<file path="src/rtl/fetch_unit_pkg.sv">
// Shared definitions for the fetch front end: reset PC, FSM states and queue entry layout.
package fetch_unit_pkg;

    localparam logic [31:0] RESET_PC_DEF = 32'h0000_3000;
    localparam int          ENTRY_W      = 64;

    typedef enum logic [1:0] {
        S_BOOT = 2'd0,
        S_RUN  = 2'd1,
        S_HALT = 2'd2
    } fetch_state_e;

    typedef struct packed {
        logic [31:0] pc;
        logic [31:0] instr;
    } fetch_entry_t;

    function automatic logic [31:0] word_align(input logic [31:0] addr);
        return addr & 32'hFFFF_FFFC;
    endfunction

endpackage

</file>
<file path="src/rtl/fetch_unit_fifo.sv">
// Circular queue of {pc, instr} entries between fetch and decode.
// Flush clears occupancy in one cycle; the head reads as zero while empty.
module fetch_unit_fifo
    import fetch_unit_pkg::*;
#(
    parameter  int DEPTH = 2,
    localparam int PW    = $clog2(DEPTH),
    localparam int CW    = PW + 1
) (
    input  logic         clk,
    input  logic         rst_n,
    input  logic         push_i,
    input  fetch_entry_t push_data_i,
    input  logic         pop_i,
    input  logic         flush_i,
    output fetch_entry_t head_o,
    output logic [CW-1:0] count_o,
    output logic         empty_o
);

    fetch_entry_t  mem_q [DEPTH];
    logic [PW-1:0] rd_ptr_q;
    logic [PW-1:0] wr_ptr_q;
    logic [CW-1:0] count_q;
    logic          full_s;
    logic          do_push_s;
    logic          do_pop_s;

    assign full_s    = (count_q == CW'(DEPTH));
    assign empty_o   = (count_q == '0);
    assign count_o   = count_q;
    assign do_pop_s  = pop_i && !empty_o;
    assign do_push_s = push_i && (!full_s || do_pop_s);
    assign head_o    = empty_o ? '0 : mem_q[rd_ptr_q];

    // Pointer and occupancy bookkeeping.
    always_ff @(posedge clk or negedge rst_n) begin
        if (!rst_n) begin
            rd_ptr_q <= '0;
            wr_ptr_q <= '0;
            count_q  <= '0;
        end else if (flush_i) begin
            rd_ptr_q <= '0;
            wr_ptr_q <= '0;
            count_q  <= '0;
        end else begin
            if (do_push_s) begin
                wr_ptr_q <= wr_ptr_q + PW'(1);
            end
            if (do_pop_s) begin
                rd_ptr_q <= rd_ptr_q + PW'(1);
            end
            count_q <= count_q + CW'(do_push_s) - CW'(do_pop_s);
        end
    end

    // Entry storage.
    always_ff @(posedge clk or negedge rst_n) begin
        if (!rst_n) begin
            for (int i = 0; i < DEPTH; i++) begin
                mem_q[i] <= '0;
            end
        end else if (do_push_s && !flush_i) begin
            mem_q[wr_ptr_q] <= push_data_i;
        end
    end

endmodule

</file>
<file path="src/rtl/fetch_unit.sv">
// PC owner and instruction-fetch front end: issues 1-cycle imem reads, queues {pc,instr} for decode.
// Optional macro FETCH_ALIGN_CHK_EN: a misaligned redirect raises sticky exc_adel and halts fetch.
module fetch_unit
    import fetch_unit_pkg::*;
#(
    parameter logic [31:0] RESET_PC   = RESET_PC_DEF,
    parameter int          FIFO_DEPTH = 2
) (
    input  logic        clk,
    input  logic        rst_n,
    output logic [31:0] pc_out,
    input  logic        redir_valid,
    input  logic [31:0] redir_pc,
    output logic        imem_req,
    output logic [31:0] imem_addr,
    input  logic [31:0] imem_rdata,
    output logic        id_valid,
    input  logic        id_ready,
    output logic [31:0] id_pc,
    output logic [31:0] id_instr,
    output logic        exc_adel
);

    localparam int CW = $clog2(FIFO_DEPTH) + 1;
    localparam int OW = CW + 1;

    fetch_state_e  state_q;
    logic [31:0]   pc_q;
    logic [31:0]   req_addr_q;
    logic          inflight_q;
    logic          tag_q;
    logic          epoch_q;
    logic          exc_q;

    logic [CW-1:0] fifo_count_s;
    logic          fifo_empty_s;
    fetch_entry_t  fifo_head_s;
    fetch_entry_t  push_data_s;
    logic          push_s;
    logic          pop_s;
    logic          issue_room_s;
    logic          misalign_s;
    logic [31:0]   redir_target_s;

`ifdef FETCH_ALIGN_CHK_EN
    assign misalign_s     = redir_valid && (redir_pc[1:0] != 2'b00);
    assign redir_target_s = redir_pc;
`else
    assign misalign_s     = 1'b0;
    assign redir_target_s = word_align(redir_pc);
`endif

    assign pc_out      = pc_q;
    assign imem_addr   = pc_q;
    assign exc_adel    = exc_q;
    assign id_valid    = !fifo_empty_s;
    assign id_pc       = fifo_head_s.pc;
    assign id_instr    = fifo_head_s.instr;
    assign pop_s       = id_valid && id_ready;
    assign push_data_s = '{pc: req_addr_q, instr: imem_rdata};
    // A redirect in the response cycle drops the response along with the queue.
    assign push_s      = inflight_q && (tag_q == epoch_q) && !redir_valid;

    // Issue only if the response is guaranteed a slot after this cycle's pop.
    always_comb begin
        issue_room_s = 1'b0;
        if ((OW'(fifo_count_s) + OW'(inflight_q)) < (OW'(FIFO_DEPTH) + OW'(pop_s))) begin
            issue_room_s = 1'b1;
        end else begin
            issue_room_s = 1'b0;
        end
    end

    // Read strobe toward instruction memory.
    always_comb begin
        imem_req = 1'b0;
        if ((state_q == S_RUN) && !redir_valid && issue_room_s) begin
            imem_req = 1'b1;
        end else begin
            imem_req = 1'b0;
        end
    end

    // Fetch FSM with PC, epoch and in-flight tracking.
    always_ff @(posedge clk or negedge rst_n) begin
        if (!rst_n) begin
            state_q    <= S_BOOT;
            pc_q       <= RESET_PC;
            req_addr_q <= 32'h0000_0000;
            inflight_q <= 1'b0;
            tag_q      <= 1'b0;
            epoch_q    <= 1'b0;
            exc_q      <= 1'b0;
        end else begin
            case (state_q)
                S_BOOT, S_RUN: begin
                    if (redir_valid) begin
                        epoch_q    <= ~epoch_q;
                        inflight_q <= 1'b0;
                        pc_q       <= redir_target_s;
                        if (misalign_s) begin
                            state_q <= S_HALT;
                            exc_q   <= 1'b1;
                        end else begin
                            state_q <= S_RUN;
                        end
                    end else begin
                        state_q    <= S_RUN;
                        inflight_q <= imem_req;
                        if (imem_req) begin
                            pc_q       <= pc_q + 32'd4;
                            req_addr_q <= pc_q;
                            tag_q      <= epoch_q;
                        end
                    end
                end
                S_HALT: begin
                    inflight_q <= 1'b0;
                end
                default: begin
                    state_q    <= S_BOOT;
                    inflight_q <= 1'b0;
                end
            endcase
        end
    end

    fetch_unit_fifo #(
        .DEPTH(FIFO_DEPTH)
    ) u_fifo (
        .clk        (clk),
        .rst_n      (rst_n),
        .push_i     (push_s),
        .push_data_i(push_data_s),
        .pop_i      (pop_s),
        .flush_i    (redir_valid),
        .head_o     (fifo_head_s),
        .count_o    (fifo_count_s),
        .empty_o    (fifo_empty_s)
    );

endmodule

</file>
<file path="config.mk">
export PLATFORM = sky130hd
export DESIGN_NAME = fetch_unit
export DESIGN_NICKNAME = d
export VERILOG_FILES = /design/src/rtl/fetch_unit_pkg.sv /design/src/rtl/fetch_unit_fifo.sv /design/src/rtl/fetch_unit.sv
export SDC_FILE = /design/constraint.sdc
export NUM_CORES = 1
export LEC_CHECK = 0
export ABC_CLOCK_PERIOD_IN_PS = 2000
export BUFFER_PORTS_ARGS = -buffer_cell sky130_fd_sc_hd__buf_4
export CORE_ASPECT_RATIO = 1.75
export CORE_MARGIN = 2
export CORE_UTILIZATION = 45
export CTS_CLUSTER_DIAMETER = 30
export DETAILED_ROUTE_END_ITERATION = 10
export PLACE_DENSITY = 0.71
export REMOVE_ABC_BUFFERS = 1
export SETUP_SLACK_MARGIN = 0.15
export SLEW_MARGIN = 20
export SYNTH_ARGS = -nofsm -noshare
export SYNTH_HDL_FRONTEND = slang
export SYNTH_SLANG_ARGS = --single-unit
</file>
<file path="constraint.sdc">
create_clock -name clk -period 2 [get_ports clk]
set_input_delay 0.3 -clock clk [delete_from_list [all_inputs] [get_ports clk]]
set_output_delay 0.3 -clock clk [all_outputs]
set_load 0.005 [all_outputs]
</file>
* Yosys cells after proc, flatten, opt, wreduce, memory -nomap -nowiden
Index checks and enable logic that the tools add are counted.
** Word-level totals
- Logic and storage cells :: 73
- Output and inout bits :: 131
- Register bits after elaboration :: 201
- Input port bits :: 68
** Operators by class
- Bitwise gates (word level) :: 4
- Order comparisons :: 4
- Reductions and logical operators :: 22
- Add/sub/neg operators :: 7
- Multiplexer cells :: 19
- Eq/ne operators :: 4
** Operators with widths (number)
- 64-bit 2-to-1 mux :: 5
- 128-bit bitwise mux :: 1
- 64-bit demux with 1-bit select :: 1
- 32-bit 2-to-1 mux :: 2
- 32-bit by 3-bit adder with 32-bit output, second input constant :: 1
- 1-bit logical AND :: 9
- 1-bit 2-to-1 mux :: 8
- 2-bit nonzero test :: 3
- 2-bit == test, second input constant :: 2
- 2-bit greater-or-equal comparator, second input constant :: 2
- 2-bit zero test :: 2
- 1-bit NOT with 2-bit output :: 2
- 2-bit case mux with 2 select lines :: 1
- 2-bit AND reduction :: 2
- 2-bit by 1-bit adder with 3-bit output :: 1
- 2-bit by 1-bit adder with 3-bit output, first input constant :: 1
- 1-bit zero test :: 3
- 3-bit less-than comparator :: 1
- 3-bit AND reduction :: 1
- 1-bit adder, second input constant :: 2
- 2-bit by 1-bit adder with 2-bit output :: 1
- 2-bit by 1-bit == test with 1-bit output, second input constant :: 1
- 2-bit by 1-bit less-than comparator with 1-bit output, second input constant :: 1
- 2-bit 2-to-1 mux :: 1
- other kinds (5) :: 6

* Logic depth before layout (Yosys ltp)
Gate-level depths: netlist of run 1.
- Depth in word-level cells :: 10
- Depth in mapped cells :: 8
- Mapped depth without buffers :: 7

* By module
A second synthesis of run 1 with hierarchy kept.
** Second synthesis, totals
- Cells, all modules :: 775
- Area total of the unflattened synthesis :: 9688.0 µm²
** By module, submodules not included
- fetch_unit_fifo :: cells each 436, seq. area each 3303.2 µm², area an instance 6167.2 µm², instances 1
- fetch_unit :: cells each 339, seq. area each 1604.0 µm², area an instance 3520.9 µm², instances 1

* Worst setup path before layout of run 1
No wires, ideal clock.
- Path type :: reg2reg
- From :: register u_fifo.count_q[0] (netlist: u_fifo.count_o[0])
- To :: register req_addr_q[10]
- Stages on the path, launching flop included :: 8
- Arrival time :: 1.964 ns
- Data required time :: 1.875 ns
- Buffers on the path :: 1
- Period minus slack after synthesis :: 2.089 ns
- Path slack :: -0.089 ns
- Library setup time :: 0.125 ns
- Cells stage by stage :: dfrtp_1 -> ha_1 -> ha_1 -> o21ai_1 -> nand2_1 -> nor2_1 -> buf_2 -> mux2_2
** Between the ends
- Word-level cells in the longest chain between the ends :: 9
- Elaborated cells on any way between the ends :: 10
- Classes of those cells :: add/sub (2); order compare (1); mux (2); reduce/logical (5)
** Ends and longest elaborated chain
- start: declaration :: line fetch_unit_fifo.sv:24 : logic [CW-1:0] count_q;
- start signal: assignment :: line fetch_unit_fifo.sv:53 : count_q <= count_q + CW'(do_push_s) - CW'(do_pop_s);
- 2-bit zero test :: line fetch_unit_fifo.sv:30 : assign empty_o = (count_q == '0);
- 1-bit zero test :: line fetch_unit.sv:56 : assign id_valid = !fifo_empty_s;
- 1-bit logical AND :: line fetch_unit.sv:59 : assign pop_s = id_valid && id_ready;
- 2-bit by 1-bit adder with 3-bit output :: line fetch_unit.sv:67 : if ((OW'(fifo_count_s) + OW'(inflight_q)) < (OW'(FIFO_DEPTH) + OW'(pop_s))) begin
- 3-bit less-than comparator * :: line fetch_unit.sv:67
- 1-bit 2-to-1 mux * :: line fetch_unit.sv:67
- 1-bit logical AND * :: line fetch_unit.sv:77 : if ((state_q == S_RUN) && !redir_valid && issue_room_s) begin
- 1-bit 2-to-1 mux * :: line fetch_unit.sv:77
- net imem_req :: line fetch_unit.sv:14 : output logic imem_req,
- 3-bit AND reduction (no line) *
- end signal: assignment :: line fetch_unit.sv:112 : req_addr_q <= pc_q;
- end: declaration :: line fetch_unit.sv:29 : logic [31:0] req_addr_q;
Mark *: on every way through the listed nets, which the timed path passes. The rest lies on a longest branch.
A chain may end at the register's enable or synchronous reset.

* Worst setup path in the final report of run 1
- From :: register inflight_q
- To :: output imem_req
** Between the ends
- Word-level cells in the longest chain between the ends :: 5
** Ends and longest elaborated chain
- start: declaration :: line fetch_unit.sv:30 : logic inflight_q;
- start signal: assignment :: line fetch_unit.sv:109 : inflight_q <= imem_req;
- 2-bit by 1-bit adder with 3-bit output :: line fetch_unit.sv:67
- 3-bit less-than comparator :: line fetch_unit.sv:67
- 1-bit 2-to-1 mux :: line fetch_unit.sv:67
- 1-bit logical AND :: line fetch_unit.sv:77
- 1-bit 2-to-1 mux :: line fetch_unit.sv:77
- end: declaration :: line fetch_unit.sv:14
Every way passes these cells.

==> impl_metrics.toml, run 1 <==
[logic_synthesis]
ys_seq_elements = 192
syn_inst = 754
avgSynthCellArea_um2 = 12.1
yosysTopAreaCell = "dfrtp_1"
synth_area_um2 = 9120
ys.flop_type = "dfrtp_1"
synth_area_leaders = "dfrtp_1, mux2_2, mux2i_1, nor2_1, buf_4"
post_synth_num_cell_types = 49
yosysTopAreaCellShare = 0.521
yosysWarnings = 0
synth_edf_count = 0
async_flop_share = 1.00
ys_seq_area_frac = 0.527

[timing]
fin_crit_ns = 2.15
whs_ns = 0.0681
fin_skew_ns = 0.0143
period_share = 1.08
timing.final.ws_setup_ns = -0.154
fmax_mhz = 464
slew_violations = 0
hold_viol = 0
rsz0062_at_grt = "true"
setup_violations = 150

[power_and_ir_drop]
power_density_nw_per_um2 = 1350
seqPwrFrac = 0.326
p_comb_frac = 0.504
p_leak_uw = 0.00658
p_total_uw = 19600
power.net_switching_uw = 6430
ir_drop_mv = 0.981
p_int_uw = 13100
pwr-share-clk = 0.169
switching_share = 0.329

[die]
die_w_um = 112
dieHeight_um = 192
initial_core_util = 0.460
coreArea_um2 = 19800
ios = 199
rows = 68
dieArea_um2 = 21500

[min_path]
min_to = "imem_addr[2]"
hold_start = "redir_pc[2]"
whs_path_depth = 3
worstHoldPathType = "primary input to register"

[setup_path]
worstSetupPathType = "register to output pin"
rr_endpoint = "u_fifo.mem_q[117]"
r2r_cells = 9
cp.required_ns = 1.70
r2r-start = "inflight_q"
cp-start-kind = "register"
critPathMaxFanout = 2
ff2ff_setup_slack_ns = -0.11
critical_path_arrival_ns = 1.85
critPathCaptureType = "output pin"

[layout]
final_common_cell = "buf_4"
fin_util = 0.729
nets = 1123
fillers = 1215
layout_common_cells = "buf_4, dfrtp_1, mux2_2"
post-route-cell-area_um2 = 14500
multi_input_area_um2 = 4860
layout-drive-gt1-share = 0.603
regArea_um2 = 4810
syn_to_final_growth_pct = 58.4

[clock_tree]
htreeDepth = 4
clk_latency_ns = 0.44
cts_tree = "yes"
cts_sinks = 192
cts_root_buffer = "clkbuf_16"
cts_buffers = 17
clk_path_buf_depth = 2
path_clk_slew_ns = 0.08

[placed_design]
dpl.hpwl_um = 15000
dpl-instance-area_um2 = 11100
portBuffers = 189
post-place-ws_ns = -0.107
gp_congestion = 0.831

[global_routing]
gr-usage-all-layers = 0.248
antenna_found_initial = 1
grt_start_max_net_pins = 56
overflow = 0
grt_pass1_vias = 7333
grt_pass1_wl_um = 40800

[route]
wl_um = 29100
first_iter_violations = 422
viasPerCell = 5.55
dr.pass1.iters = 5
route.detailed.wl_per_inst_um = 22.2
post-route-drc-count = 0
via_count = 7263
detail-route-antenna-nets = 0

[status]
violations = "setup timing"
status = "finished, violations left"

[run]
max_cap_violations = 0
==> cell usage after synthesis, types with 4 or more instances <==
cell type	count
and4_1	4
ha_1	5
nand3_1	13
buf_2	10
xor2_1	15
nand2_1	37
o21ai_1	4
and3_1	4
a31oi_1	5
nor2_1	75
nor3_1	4
clkbuf_1	29
mux2i_1	65
buf_4	37
nand4_1	11
nor4_1	10
mux2_2	157
dfrtp_1	190
nor2b_1	4
xnor2_1	12
inv_1	8
o21ai_0	22
==> final cells by class <==
type | instances | share of cell area
Clock buffer | 21 | 0.0319
Antenna cell | 1 | 0.000173
Clock inverter | 11 | 0.00727
Multi-Input combinational cell | 479 | 0.336
Tap cell | 245 | 0.0212
Timing Repair Buffer | 352 | 0.268
Sequential cell | 192 | 0.333
Inverter | 8 | 0.00208
==> power by group through the flow <==
| stage | registers, uW | clock network (uW) | logic, uW |
|---|---|---|---|
| after floorplan | 6140 | 0 | 2920 |
| after global placement | 6120 | 0 | 5190 |
| after detailed placement | 6190 | 0 | 5290 |
| after CTS | 6200 | 3360 | 8350 |
| after global routing | 6550 | 3510 | 10400 |
| final | 6380 | 3310 | 9870 |
==> registers in the layout, summed over array words and instances (netlist names) <==
name / flops
req_addr_q: 30
u_fifo.mem_q: 124
u_fifo.count_o: 2
inflight_q: 1
imem_addr: 30
epoch_q: 1
u_fifo.wr_ptr_q: 1
state_q: 1
u_fifo.rd_ptr_q: 1
tag_q: 1
==> critical path, cell delays in order, from the launching register on <==
cell and delay [ns]:
dfrtp_1 0.41, ha_2 0.21, ha_4 0.17, nor2b_4 0.12
buf_6 0.11, nand2_4 0.05, nor2_4 0.13, buf_12 0.13
buf_6 0.08
==> per-layer routing <==
metal	track usage	part of all wire
met5	0	0
met1	0.288	0.37
met3	0.0302	0.037
met4	0.109	0.043
met2	0.456	0.55
==> logic make-up after synthesis <==
group | count (synthesis) | synth area share
multiplexers | 222 | 0.265
AO/OA/AOI/OAI | 38 | 0.0244
buffers and inverters | 90 | 0.0557
adder cells (fa/ha/maj) | 5 | 0.00686
AND/OR/NAND/NOR | 178 | 0.0944
XOR/XNOR | 27 | 0.0259
other | 2 | 0.000823
flip-flops | 192 | 0.527
==> worst max-delay path by stage <==
stage,startpoint,slack [ns],to,cells after the start
final,inflight_q,-0.15,imem_req,8
after global routing,inflight_q,-0.19,imem_req,8
after CTS,u_fifo.count_o[0],-0.11,imem_req,8
after detailed placement,inflight_q,-0.11,req_addr_q[20],7
after global placement,inflight_q,-0.10,imem_addr[17],9
after floorplan,epoch_q,-2.43,u_fifo.mem_q[100],4
==> through the flow <==
step	instances	setup TNS (ns)
detailed placement	1183	-3.19
finish	1309	-9.33
floorplan	678	-305.93
CTS	1286	-5.42
global route	1309	-17.00
global placement	1183	-0.989
==> timing repair <==
| item | in CTS | in global routing |
|---|---|---|
| gates cloned | 27 | 4 |
| hold endpoints to repair | 48 | 0 |
| gates resized for setup | 184 | 156 |
| hold buffers | 1 | 0 |
| setup endpoints to repair | 239 | 244 |
| pin swaps | 17 | 55 |
| setup buffers | 43 | 18 |
Note: power is estimated with default switching activity, not from simulation.
==> inputs of run 2 (changes only) <==
CORE_UTILIZATION = 49   (was 45)
PLACE_DENSITY = 0.83   (was 0.71)
==> run 2 against run 1 <==
The flow still finishes with violations (setup timing). Final cell count fell by 1.7%. Die area fell by 7.9%. Utilization rose by 6.6 points. Largest cell class unchanged. Worst setup slack got worse by 0.11 ns. Via count rose by 7.2%. Register-to-register slack got worse by 0.16 ns. Critical path depth did not move. Critical endpoint is now imem_addr[30]. Power rose by 3.3%. Sequential cell count did not move. Highest routed layer unchanged. Sequential share of layout area fell by 0.42 points. Non-clock buffer count fell by 16. Clock-buffer cell count fell by 3.
==> impl_metrics.toml, run 2 (synthesized netlist as in run 1, its figures left out) <==
[setup_path]
cp-start-kind = "register"
critPathMaxFanout = 4
critPathCaptureType = "register"
critical_path_arrival_ns = 2.61
worstSetupPathType = "register to register"
cp.required_ns = 2.34

[timing]
timing.final.ws_setup_ns = -0.268
slew_headroom = 0.662
hold_viol = 0
fmax_mhz = 441
fin_crit_ns = 2.27
slew_violations = 0
rsz0062_at_grt = "true"
tightest_slew_ns = 0.506
period_share = 1.13
fin_skew_ns = 0.0214
setup_violations = 233

[route]
via_count = 7783
dr.pass1.iters = 5
route.detailed.wl_per_inst_um = 26.7
wl_um = 34400
first_iter_violations = 729
detail-route-antenna-nets = 0
viasPerCell = 6.05
post-route-drc-count = 0

[placed_design]
dpl.hpwl_um = 14600
dpl-instance-area_um2 = 11100
post-place-ws_ns = -0.0514
place_inst = 1171
gp_congestion = 0.852
portBuffers = 189

[layout]
fin_cells = 1287
syn_to_final_growth_pct = 60.4
post-route-cell-area_um2 = 14600
nets = 1106
regMostFlops = "u_fifo.mem_q"
fin_util = 0.795
largest_reg_flops = 124
final_common_cell = "buf_4"
layout_common_cells = "buf_4, dfrtp_1, mux2_4"
layout-drive-gt1-share = 0.632

[power_and_ir_drop]
power.net_switching_uw = 7280
pwr-share-clk = 0.171
p_leak_uw = 0.00657
p_comb_frac = 0.506
switching_share = 0.360
ir_drop_mv = 0.911
p_total_uw = 20200
power_density_nw_per_um2 = 1380
p_int_uw = 12900
seqPwrFrac = 0.323

[die]
die_w_um = 107
ios = 199
rows = 66
coreArea_um2 = 18400
dieArea_um2 = 19800
initial_core_util = 0.495
dieHeight_um = 185

[global_routing]
grt_pass1_wl_um = 42000
overflow = 0
grt_start_max_net_pins = 56
antenna_found_initial = 2
gr-usage-all-layers = 0.286
grt_pass1_vias = 7299

[clock_tree]
clk_latency_ns = 0.45
clk_path_buf_depth = 2
cts_tree = "yes"
path_clk_slew_ns = 0.08
cts_buffers = 17
cts_sinks = 192
cts_root_buffer = "clkbuf_16"
htreeDepth = 4

[status]
status = "finished, violations left"
violations = "setup timing"

[min_path]
worstHoldPathType = "primary input to register"

[run]
max_cap_violations = 0
## run 2: critical path, stage by stage (launching register included)
cell,delay (ns)
dfrtp_1,0.39
ha_2,0.32
o21ai_4,0.20
buf_6,0.13
buf_6,0.09
buf_6,0.11
nand3_2,0.11
or4_1,0.55
a31oi_1,0.25
## run 2: what timing repair did
action / in CTS / in global routing
pin swaps: 31 / 57
buffers inserted: 27 / 20
endpoints found under the hold margin: 45 / 0
cloned: 23 / 10
resized for setup: 141 / 251
hold buffers: 1 / 0
setup endpoints to repair: 240 / 250
## run 2: area by class of cell
type / count / area, um2
Antenna cell: 3 / 7.51
Multi-Input combinational cell: 478 / 5100
Tap cell: 238 / 298
Clock inverter: 14 / 154
Sequential cell: 192 / 4810
Timing Repair Buffer: 336 / 3810
Inverter: 8 / 30.0
Clock buffer: 18 / 429
Fill cell: 929 / 3780
## run 2: worst paths after layout
path                                          end  slack (ns)               from  cells past startpoint
min in group asynchronous        u_fifo.mem_q[19]        0.37              rst_n                      2
worst min-delay path                 imem_addr[3]        0.07        redir_pc[3]                      3
worst min register to register  u_fifo.mem_q[122]        0.51  u_fifo.mem_q[122]                      1
worst max-delay path                imem_addr[30]       -0.27         inflight_q                      8
worst max register to register      imem_addr[30]       -0.27         inflight_q                      8
max in group asynchronous       u_fifo.mem_q[110]        0.96              rst_n                      3
## run 2: stage by stage
step | setup TNS, ns | hold slack [ns]
after floorplan | -305.93 | 0.00441
after global routing | -30.29 | 0.0644
after global placement | -0.256 | 0.300
final | -23.14 | 0.0650
after CTS | -7.96 | 0.0637
after detailed placement | -0.839 | 0.299
## run 2: routing by layer
layer  global-route usage  wire [um]  share of wire  vias to the layer above
li1                     -          -              -                     3169
met1                0.326      11600           0.34                     3928
met2                0.516      18100           0.52                      508
met3               0.0389       2570          0.075                      178
met4                0.148       2220          0.064                        0
met5                    0          0              0                        -
## run 2: power by group through the flow
stage	Combinational [uW]	Clock [uW]	Sequential [uW]
finish	10200	3460	6530
global route	10600	3670	6650
CTS	7480	3430	6190
detailed placement	5320	0	6180
global placement	5160	0	6070
floorplan	2920	0	6140
